### src/rtl/ysyx_22050710_redirect_ctrl_pkg.sv
// Shared types and defaults for the front-end redirect sequencer.
package ysyx_22050710_redirect_ctrl_pkg;

  localparam int unsigned DefPcWd     = 32;
  localparam int unsigned DefMaxOutst = 2;

  // Redirect sequencer states.
  typedef enum logic [1:0] {
    StIdle  = 2'd0,
    StHold  = 2'd1,
    StDrain = 2'd2
  } redirect_state_e;

endpackage

### src/rtl/ysyx_22050710_redirect_ctrl_if.sv
// Signal bundle between ID/trap/IF and the redirect sequencer.
// slave = the sequencer, master = the surrounding pipeline.
interface ysyx_22050710_redirect_ctrl_if #(
  parameter int unsigned PC_WD     = 32,
  parameter int unsigned MAX_OUTST = 2
);
  localparam int unsigned OW = $clog2(MAX_OUTST + 1);

  logic             i_id_valid;
  logic             i_br_taken;
  logic [PC_WD-1:0] i_br_target;
  logic             i_trap_valid;
  logic [PC_WD-1:0] i_trap_target;
  logic             i_redirect_ready;
  logic [OW-1:0]    i_if_outst;
  logic             i_if_resp_fire;
  logic             o_redirect_valid;
  logic [PC_WD-1:0] o_redirect_pc;
  logic             o_flush;
  logic             o_resp_kill;

  modport slave (
    input  i_id_valid, i_br_taken, i_br_target, i_trap_valid, i_trap_target,
    input  i_redirect_ready, i_if_outst, i_if_resp_fire,
    output o_redirect_valid, o_redirect_pc, o_flush, o_resp_kill
  );

  modport master (
    output i_id_valid, i_br_taken, i_br_target, i_trap_valid, i_trap_target,
    output i_redirect_ready, i_if_outst, i_if_resp_fire,
    input  o_redirect_valid, o_redirect_pc, o_flush, o_resp_kill
  );
endinterface

### src/rtl/ysyx_22050710_drop_cnt.sv
// Loadable down-counter tracking stale fetch responses still to be dropped.
module ysyx_22050710_drop_cnt #(
  parameter int unsigned OW = 2
) (
  input  logic          i_clk,
  input  logic          i_rst,
  input  logic          i_load,
  input  logic [OW-1:0] i_load_val,
  input  logic          i_dec,
  output logic [OW-1:0] o_cnt,
  output logic          o_zero
);

  logic [OW-1:0] cnt_q;

  // Load wins over decrement; saturate at zero so a stray dec cannot wrap.
  always_ff @(posedge i_clk) begin
    if (i_rst) begin
      cnt_q <= '0;
    end else if (i_load) begin
      cnt_q <= i_load_val;
    end else if (i_dec && (cnt_q != '0)) begin
      cnt_q <= cnt_q - OW'(1);
    end
  end

  assign o_cnt  = cnt_q;
  assign o_zero = (cnt_q == '0);

endmodule

### src/rtl/ysyx_22050710_redirect_ctrl.sv
// Front-end redirect sequencer: captures branch/trap redirects, holds them
// until IF accepts, flushes IF/ID meanwhile and kills stale fetch responses.
module ysyx_22050710_redirect_ctrl
  import ysyx_22050710_redirect_ctrl_pkg::*;
#(
  parameter int unsigned PC_WD     = DefPcWd,
  parameter int unsigned MAX_OUTST = DefMaxOutst
) (
  input logic i_clk,
  input logic i_rst,
  ysyx_22050710_redirect_ctrl_if.slave bus
);

  localparam int unsigned OW = $clog2(MAX_OUTST + 1);

  redirect_state_e  state_q, state_d;
  logic [PC_WD-1:0] target_q, target_d;

  logic          cap_br;
  logic          cap_trap;
  logic          accept;
  logic          cnt_load;
  logic          cnt_dec;
  logic [OW-1:0] cnt_load_val;
  logic [OW-1:0] drop_cnt;
  logic          drop_zero;

  assign cap_trap     = bus.i_trap_valid;
  assign cap_br       = (state_q == StIdle) && bus.i_id_valid && bus.i_br_taken && !cap_trap;
  assign accept       = (state_q == StHold) && bus.i_redirect_ready;
  // A response landing in the accept cycle answers one of the outstanding requests.
  assign cnt_load_val = bus.i_if_outst - OW'(bus.i_if_resp_fire);

  ysyx_22050710_drop_cnt #(
    .OW (OW)
  ) u_drop_cnt (
    .i_clk      (i_clk),
    .i_rst      (i_rst),
    .i_load     (cnt_load),
    .i_load_val (cnt_load_val),
    .i_dec      (cnt_dec),
    .o_cnt      (drop_cnt),
    .o_zero     (drop_zero)
  );

  // State and latched redirect target.
  always_ff @(posedge i_clk) begin
    if (i_rst) begin
      state_q  <= StIdle;
      target_q <= '0;
    end else begin
      state_q  <= state_d;
      target_q <= target_d;
    end
  end

  // Next-state: branch capture in IDLE, accept/drain progression, trap overrides all.
  always_comb begin
    state_d  = state_q;
    target_d = target_q;
    cnt_load = 1'b0;
    cnt_dec  = 1'b0;
    unique case (state_q)
      StIdle: begin
        if (cap_br) begin
          state_d  = StHold;
          target_d = bus.i_br_target;
        end
      end
      StHold: begin
        if (accept) begin
          cnt_load = 1'b1;
          state_d  = (cnt_load_val != '0) ? StDrain : StIdle;
        end
      end
      StDrain: begin
        cnt_dec = bus.i_if_resp_fire;
        if ((bus.i_if_resp_fire && (drop_cnt == OW'(1))) || drop_zero) begin
          state_d = StIdle;
        end
      end
      default: state_d = StIdle;
    endcase
    // A trap always re-arms HOLD; the drop count is reloaded at its own accept.
    if (cap_trap) begin
      state_d  = StHold;
      target_d = bus.i_trap_target;
      cnt_load = 1'b0;
    end
  end

  // Combinational outputs towards IF and the IF/ID register.
  always_comb begin
    bus.o_redirect_valid = (state_q == StHold);
    bus.o_redirect_pc    = target_q;
    bus.o_flush          = cap_br || cap_trap || (state_q != StIdle);
    bus.o_resp_kill      = bus.i_if_resp_fire && (state_q != StIdle);
  end

endmodule

### src/flat_wrapper.sv
// flat-port wrapper written by rule: the top's interface ports become plain ports
module ysyx_22050710_redirect_ctrl_flat import ysyx_22050710_redirect_ctrl_pkg::*;
#(
  parameter int unsigned PC_WD     = DefPcWd,
  parameter int unsigned MAX_OUTST = DefMaxOutst
)
  (i_clk, i_rst, bus_i_id_valid, bus_i_br_taken, bus_i_br_target, bus_i_trap_valid, bus_i_trap_target, bus_i_redirect_ready, bus_i_if_outst, bus_i_if_resp_fire, bus_o_redirect_valid, bus_o_redirect_pc, bus_o_flush, bus_o_resp_kill);
  ysyx_22050710_redirect_ctrl_if #(.PC_WD(PC_WD), .MAX_OUTST(MAX_OUTST)) bus_i ();
  input logic i_clk;
  input logic i_rst;
  input wire logic [$bits(bus_i.i_id_valid)-1:0] bus_i_id_valid;
  input wire logic [$bits(bus_i.i_br_taken)-1:0] bus_i_br_taken;
  input wire logic [$bits(bus_i.i_br_target)-1:0] bus_i_br_target;
  input wire logic [$bits(bus_i.i_trap_valid)-1:0] bus_i_trap_valid;
  input wire logic [$bits(bus_i.i_trap_target)-1:0] bus_i_trap_target;
  input wire logic [$bits(bus_i.i_redirect_ready)-1:0] bus_i_redirect_ready;
  input wire logic [$bits(bus_i.i_if_outst)-1:0] bus_i_if_outst;
  input wire logic [$bits(bus_i.i_if_resp_fire)-1:0] bus_i_if_resp_fire;
  output wire logic [$bits(bus_i.o_redirect_valid)-1:0] bus_o_redirect_valid;
  output wire logic [$bits(bus_i.o_redirect_pc)-1:0] bus_o_redirect_pc;
  output wire logic [$bits(bus_i.o_flush)-1:0] bus_o_flush;
  output wire logic [$bits(bus_i.o_resp_kill)-1:0] bus_o_resp_kill;
  assign bus_i.i_id_valid = bus_i_id_valid;
  assign bus_i.i_br_taken = bus_i_br_taken;
  assign bus_i.i_br_target = bus_i_br_target;
  assign bus_i.i_trap_valid = bus_i_trap_valid;
  assign bus_i.i_trap_target = bus_i_trap_target;
  assign bus_i.i_redirect_ready = bus_i_redirect_ready;
  assign bus_i.i_if_outst = bus_i_if_outst;
  assign bus_i.i_if_resp_fire = bus_i_if_resp_fire;
  assign bus_o_redirect_valid = bus_i.o_redirect_valid;
  assign bus_o_redirect_pc = bus_i.o_redirect_pc;
  assign bus_o_flush = bus_i.o_flush;
  assign bus_o_resp_kill = bus_i.o_resp_kill;
  ysyx_22050710_redirect_ctrl #(.PC_WD(PC_WD), .MAX_OUTST(MAX_OUTST)) u_core (.i_clk(i_clk), .i_rst(i_rst), .bus(bus_i));
endmodule
### config.mk
export PLATFORM = sky130hd
export DESIGN_NAME = ysyx_22050710_redirect_ctrl_flat
export DESIGN_NICKNAME = d
export VERILOG_FILES = /design/src/rtl/ysyx_22050710_redirect_ctrl_pkg.sv /design/src/rtl/ysyx_22050710_redirect_ctrl_if.sv /design/src/rtl/ysyx_22050710_drop_cnt.sv /design/src/rtl/ysyx_22050710_redirect_ctrl.sv /design/src/flat_wrapper.sv
export SDC_FILE = /design/constraint.sdc
export NUM_CORES = 1
export LEC_CHECK = 0
export BUFFER_PORTS_ARGS = -buffer_cell sky130_fd_sc_hd__buf_2
export CORE_MARGIN = 2
export CORE_UTILIZATION = 44
export DETAILED_ROUTE_END_ITERATION = 10
export PLACE_DENSITY = 0.91
export SLEW_MARGIN = 20
export SYNTH_ARGS = -nofsm -noshare
export SYNTH_HDL_FRONTEND = slang
export SYNTH_HIERARCHICAL = 1
export SYNTH_SLANG_ARGS = --single-unit
### constraint.sdc
create_clock -name i_clk -period 1.7 [get_ports i_clk]
set_clock_uncertainty 0.1 [all_clocks]
set_input_delay 0.34 -clock i_clk [delete_from_list [all_inputs] [get_ports i_clk]]
set_output_delay 0.34 -clock i_clk [all_outputs]
set_load 0.005 [all_outputs]
# Yosys cells after proc, flatten, opt, wreduce, memory -nomap -nowiden

Cells that the tools add are included.
Widths: inputs -> output; s select.

Input bits: 73
Register bits after elaboration: 36
Word-level logic and storage cells: 53

Add/subtract/negate cells: 2
Reductions and logical operators: 23
Equal/unequal tests: 9
Multiplexer cells: 15

Operators with widths:

| operator            | count |
|---|---|
| $mux 32             | 3 |
| $mux 2              | 6 |
| $reduce_bool 2->1   | 6 |
| $ne 3x2->1 const B  | 3 |
| $logic_and 1x1->1   | 7 |
| $ne 2x1->1 const B  | 3 |
| $pmux 2 s3          | 1 |
| $reduce_and 3->1    | 2 |
| $mux 1              | 5 |
| $eq 2x1->1 const B  | 2 |
| $logic_not 2->1     | 2 |
| $logic_or 1x1->1    | 3 |
| $eq 2x2->1 const B  | 1 |
| $reduce_and 2->1    | 1 |
| $reduce_or 2->1     | 1 |
| $sub 2x1->2         | 1 |
| $sub 2x1->2 const B | 1 |
| $logic_not 1->1     | 1 |

# Logic depth before layout (Yosys ltp)

Word-level depth: 7
Depth in mapped cells: 7
Gate-level depth less buffers: 5

# Hierarchy

Netlist, hierarchy kept.

By module, submodules not included:

| module                      | area an instance (µm²) | cells an instance | instances | sequential area each (µm²) |
|---|---|---|---|---|
| ysyx_22050710_redirect_ctrl | 1813.0                 | 172               | 1         | 680.7 |
| ysyx_22050710_drop_cnt      | 126.4                  | 14                | 1         | 40.0 |

# Worst setup path after synthesis

No wires, ideal clock.

Path type: input to register
Start: input bus_i_trap_valid
End: register u_core.u_drop_cnt.cnt_q[0], in the netlist u_core/u_drop_cnt/o_cnt[0]
Setup slack: 0.191 ns
Stages: 7
Library setup time: 0.079 ns
Data arrival time: 1.330 ns
Cell sequence: buf_2 > buf_4 > buf_2 > and3b_1 > inv_1 > nor2_1 > a211oi_2

Word-level cells in the longest chain between the ends: 2
Elaborated cells on any way between the ends: 3
Those cells by class: mux: 2; reduce/logical: 1

RTL lines:

| item                                               | RTL line                          | text |
|---|---|---|
| start: declaration                                 | flat_wrapper.sv:14                | `input wire logic [$bits(bus_i.i_trap_valid)-1:0] bus_i_trap_valid;` |
| $mux 1 *                                           | ysyx_22050710_redirect_ctrl.sv:85 | `if (cap_trap) begin` |
| via u_core.cnt_load                                | ysyx_22050710_redirect_ctrl.sv:22 | `logic cnt_load;` |
| $mux 2 / $reduce_bool 2->1 (equally long branches) | --                                |  |
| end signal: assignment                             | ysyx_22050710_drop_cnt.sv:21      | `cnt_q <= i_load_val;` |
| end signal: assignment                             | ysyx_22050710_drop_cnt.sv:23      | `cnt_q <= cnt_q - OW'(1);` |
| end: declaration                                   | ysyx_22050710_drop_cnt.sv:14      | `logic [OW-1:0] cnt_q;` |

The timed path passes the listed nets; every way through them passes the cells marked *.
A chain may end at the register's enable or synchronous reset.

# Worst setup path in the final report

Start: register u_core.state_q[0]
End: output bus_o_flush

Word-level cells in the longest chain between the ends: 6
Elaborated cells on any way between the ends: 7
Those cells by class: reduce/logical: 7

RTL lines:

| item                           | RTL line                          | text |
|---|---|---|
| start: declaration             | ysyx_22050710_redirect_ctrl.sv:16 | `redirect_state_e state_q, state_d;` |
| start signal: assignment       | ysyx_22050710_redirect_ctrl.sv:49 | `state_q <= StIdle;` |
| start signal: assignment       | ysyx_22050710_redirect_ctrl.sv:52 | `state_q <= state_d;` |
| $logic_not 2->1                | ysyx_22050710_redirect_ctrl.sv:29 | `assign cap_br = (state_q == StIdle) && bus.i_id_valid && bus.i_br_taken && !cap_trap;` |
| $logic_and 1x1->1 (3 in a row) | ysyx_22050710_redirect_ctrl.sv:29 |  |
| $logic_or 1x1->1               | ysyx_22050710_redirect_ctrl.sv:96 | `bus.o_flush = cap_br \|\| cap_trap \|\| (state_q != StIdle);` |
| $logic_or 1x1->1 *             | ysyx_22050710_redirect_ctrl.sv:96 |  |
| end: declaration               | flat_wrapper.sv:21                | `output wire logic [$bits(bus_i.o_flush)-1:0] bus_o_flush;` |

Every way passes the cells marked *; elsewhere a longest branch is shown, timed or not.

==> qor.csv <==
metric,value,unit
CTS sink cnt,36,
H-tree lvl count,2,
CP Class,flip-flop to output port,
Critical Path AT,1.20,ns
gpl congestion,0.759,
# setup viols final,0,
Hold Path Class,primary input to flip-flop,
register bit count reported by yosys,36,
site row count,24,
crit-path cells,nor4bb_4 > nor2_1 > nand2_1 > buf_2,
switching power total,575,µW
FF-to-FF End,u_core/state_q[1]$_SDFFE_PP0P_,
main area contributors after synthesis,"dfxtp_1, a211oi_2, mux2i_1, nor3_1, buf_6",
routed vias,1793,
Max IR drop VDD,0.519,mV
sequential fraction of the synthesis area,0.372,
r2r setup slk,0.16,ns
min Tclk post-route,1.64,ns
period utilisation layout,0.964,
synth warn,6,
Post-Synth Adder-Cell Area,0.0129,
RSZ-0062 raised after global routing,false,
total grt overflow,0,
Post-Route WL,4520,µm
DRC Markers,0,
switching share of power,0.253,
final setup TNS,0,ns
Final Slew Violations,0,
Comb pwr share,0.220,
largest net degree at the start of global routing,52,
Simple-Gate Fraction of Synth Area,0.143,
first-pass GRT wire length,7450,µm
post-synthesis cell count,186,
crit-path max FO,6,
status,"finished, final reports clean",
R2R depth,5,
initial detailed-routing violation count,27,
HPWL Detailed,3390,µm
clock power share,0.358,
total CTS buffers,5,
drt pass-1 iters,4,
startpoint types,flip-flop,
All-Layer GR Usage,0.186,
# diodes,0,
reg2reg start,u_core/u_drop_cnt/o_cnt[0]$_SDFFE_PP0P_,
maxcap violations,0,
main combinational cell family by area after synthesis,compound AO/OA/AOI/OAI gates,
Max-Slew Margin vs Limit,0.773,
syn nets,261,
die height,70.4,µm
Clock Latency Late Sink,0.28,ns
top cell type's share of synthesized area,0.372,
Yosys top cell by area,dfxtp_1,
share of cells above drive strength 1,0.553,
Tightest Pin Transition,0.339,ns
vias per cell,5.23,
Routed wire per std cell,13.2,µm
Die W,70.4,µm
Pleak,0.00125,µW
IO Port Bufs,107,
# nets final,365,
CTS Hold Buffers Added,0,
synthesized area per cell,10.4,µm²
clock tree buffer depth,2,
Int Pwr,1690,µW
Setup crit start,u_core/state_q[0]$_SDFFE_PP0P_,
core area,4290,µm²
initial core utilization,0.452,
xor/xnor share of the synthesized area,0.00903,
mux cell area share after synthesis,0.165,
pwr/cell area,851,nW/µm²
"CTS clk-pin slew, worst paths",0.07,ns
worst hold slack,0.183,ns
vias in the first global route,1752,
worst setup path endpoint,bus_o_flush,
Syn Std Cell Area,1940,µm²
area growth from synthesis to final layout,37.5,%
crit-path max cell delay,0.36,ns
Reg power frac,0.422,
post-synthesis compound-gate area fraction,0.228,
Critical Path RT,1.26,ns
final hold violations,0,
initial antenna violation count,0,
I/O pin count,108,
DIE AREA,4950,µm²
f_max,610,MHz
Routed Antenna Nets,0,
crit end category,output port,
clock root buffer master,clkbuf_8,
count of cell types in the netlist,28,
Slowest cell on crit path,dfxtp_2,
CTS tree,built,
placed cells by master (no fill, tap or decap), drive strengths merged:
cell type | netlist | final
and3b | 2 | 2
a21oi | 2 | 2
o211ai | 1 | 1
ha | 2 | 2
nor2b | 3 | 3
nor3b | 1 | 1
nor2 | 4 | 4
o21ai | 1 | 1
clkbuf | 6 | 7
inv | 5 | 5
buf | 14 | 117
xor2 | 1 | 1
a2111oi | 1 | 1
xnor2 | 1 | 1
nor4bb | 1 | 1
dfxtp | 36 | 36
bufinv | 0 | 1
mux2i | 32 | 32
and2b | 1 | 1
a211oi | 34 | 34
nand3b | 2 | 2
nand2 | 3 | 3
or2 | 1 | 1
nor3 | 32 | 32
kinds of logic after synthesis:
logic type / Yosys count
DFF: 36
buffers and inverters: 25
adders and majority gates: 2
muxes: 32
and+or+nand+nor: 50
AOI/OAI and AO/OA: 39
xor gates and xnor gates: 2
layer usage:
layer,global-route usage,vias up,wire (µm)
li1,-,897,-
met1,0.191,822,1780
met2,0.356,67,2350
met3,0.0476,7,324
met4,0.0684,0,68
met5,0,-,0
critical path, delay by kind of cell (launching register included):
| family | cells | cell delay, ns |
|---|---|---|
| simple gates | 3 | 0.46 |
| buf+inv | 1 | 0.10 |
| flops | 1 | 0.36 |
registers in the layout, indices dropped and copies added (netlist names):
| signal | count |
|---|---|
| u_core/bus.o_redirect_pc | 32 |
| u_core/state_q | 2 |
| u_core/u_drop_cnt/o_cnt | 2 |
cell type report:
cell class                 instances  area, µm²
clock buffer                       7       96.3
clock inverter                     1       30.0
fill                             357       1630
inverter                           5       18.8
multi-input combinational        125       1100
sequential                        36        723
tap                               52       65.1
timing repair buffer             117        636
per-stage QoR:
| step | std cells | total power [µW] | utilization | setup WS [ns] | instance area, µm² |
|---|---|---|---|---|---|
| 2_1_floorplan | 186 | 1270 | - | 0.191 | 1940 |
| 4_1_cts | 343 | 2300 | 0.620 | 0.00988 | 2660 |
| 6_report | 343 | 2270 | 0.621 | 0.0612 | 2670 |
| 3_5_place_dp | 334 | 1480 | 0.589 | 0.0995 | 2530 |
| 3_3_place_gp | 334 | 1460 | 0.589 | 0.186 | 2530 |
| 5_1_grt | 343 | 2390 | 0.621 | 0.00320 | 2670 |
how the worst min path moves through the flow:
stage	start	endpoint	slack [ns]	cells after the start
floorplan	i_rst	u_core/u_drop_cnt/o_cnt[0]$_SDFFE_PP0P_	0.30	1
global placement	u_core/bus.o_redirect_pc[27]$_SDFFE_PP0P_	u_core/bus.o_redirect_pc[27]$_SDFFE_PP0P_	0.47	2
detailed placement	i_rst	u_core/u_drop_cnt/o_cnt[0]$_SDFFE_PP0P_	0.47	2
CTS	i_rst	u_core/u_drop_cnt/o_cnt[0]$_SDFFE_PP0P_	0.17	2
global route	i_rst	u_core/u_drop_cnt/o_cnt[0]$_SDFFE_PP0P_	0.19	2
finish	i_rst	u_core/u_drop_cnt/o_cnt[0]$_SDFFE_PP0P_	0.18	2
power groups by stage:
stage	Clock (µW)	Sequential (µW)	Combinational, µW
2_1_floorplan	0	979	294
3_3_place_gp	0	974	486
3_5_place_dp	0	976	502
4_1_cts	836	958	506
5_1_grt	873	967	547
6_report	811	958	500
repair_timing:
action	CTS	global route
gates resized for setup	0	3
endpoints found under the setup margin	1	2
setup buffers	1	0
pin swaps	1	1
synthesized netlist by cell type, drive strengths merged:
library cell,n
a2111oi,1
a211oi,34
a21oi,2
and2b,1
and3b,2
buf,14
clkbuf,6
dfxtp,36
ha,2
inv,5
mux2i,32
nand2,3
nand3b,2
nor2,4
nor2b,3
nor3,32
nor3b,1
nor4bb,1
o211ai,1
o21ai,1
or2,1
xnor2,1
xor2,1
Note: power is estimated with default switching activity, not from simulation.
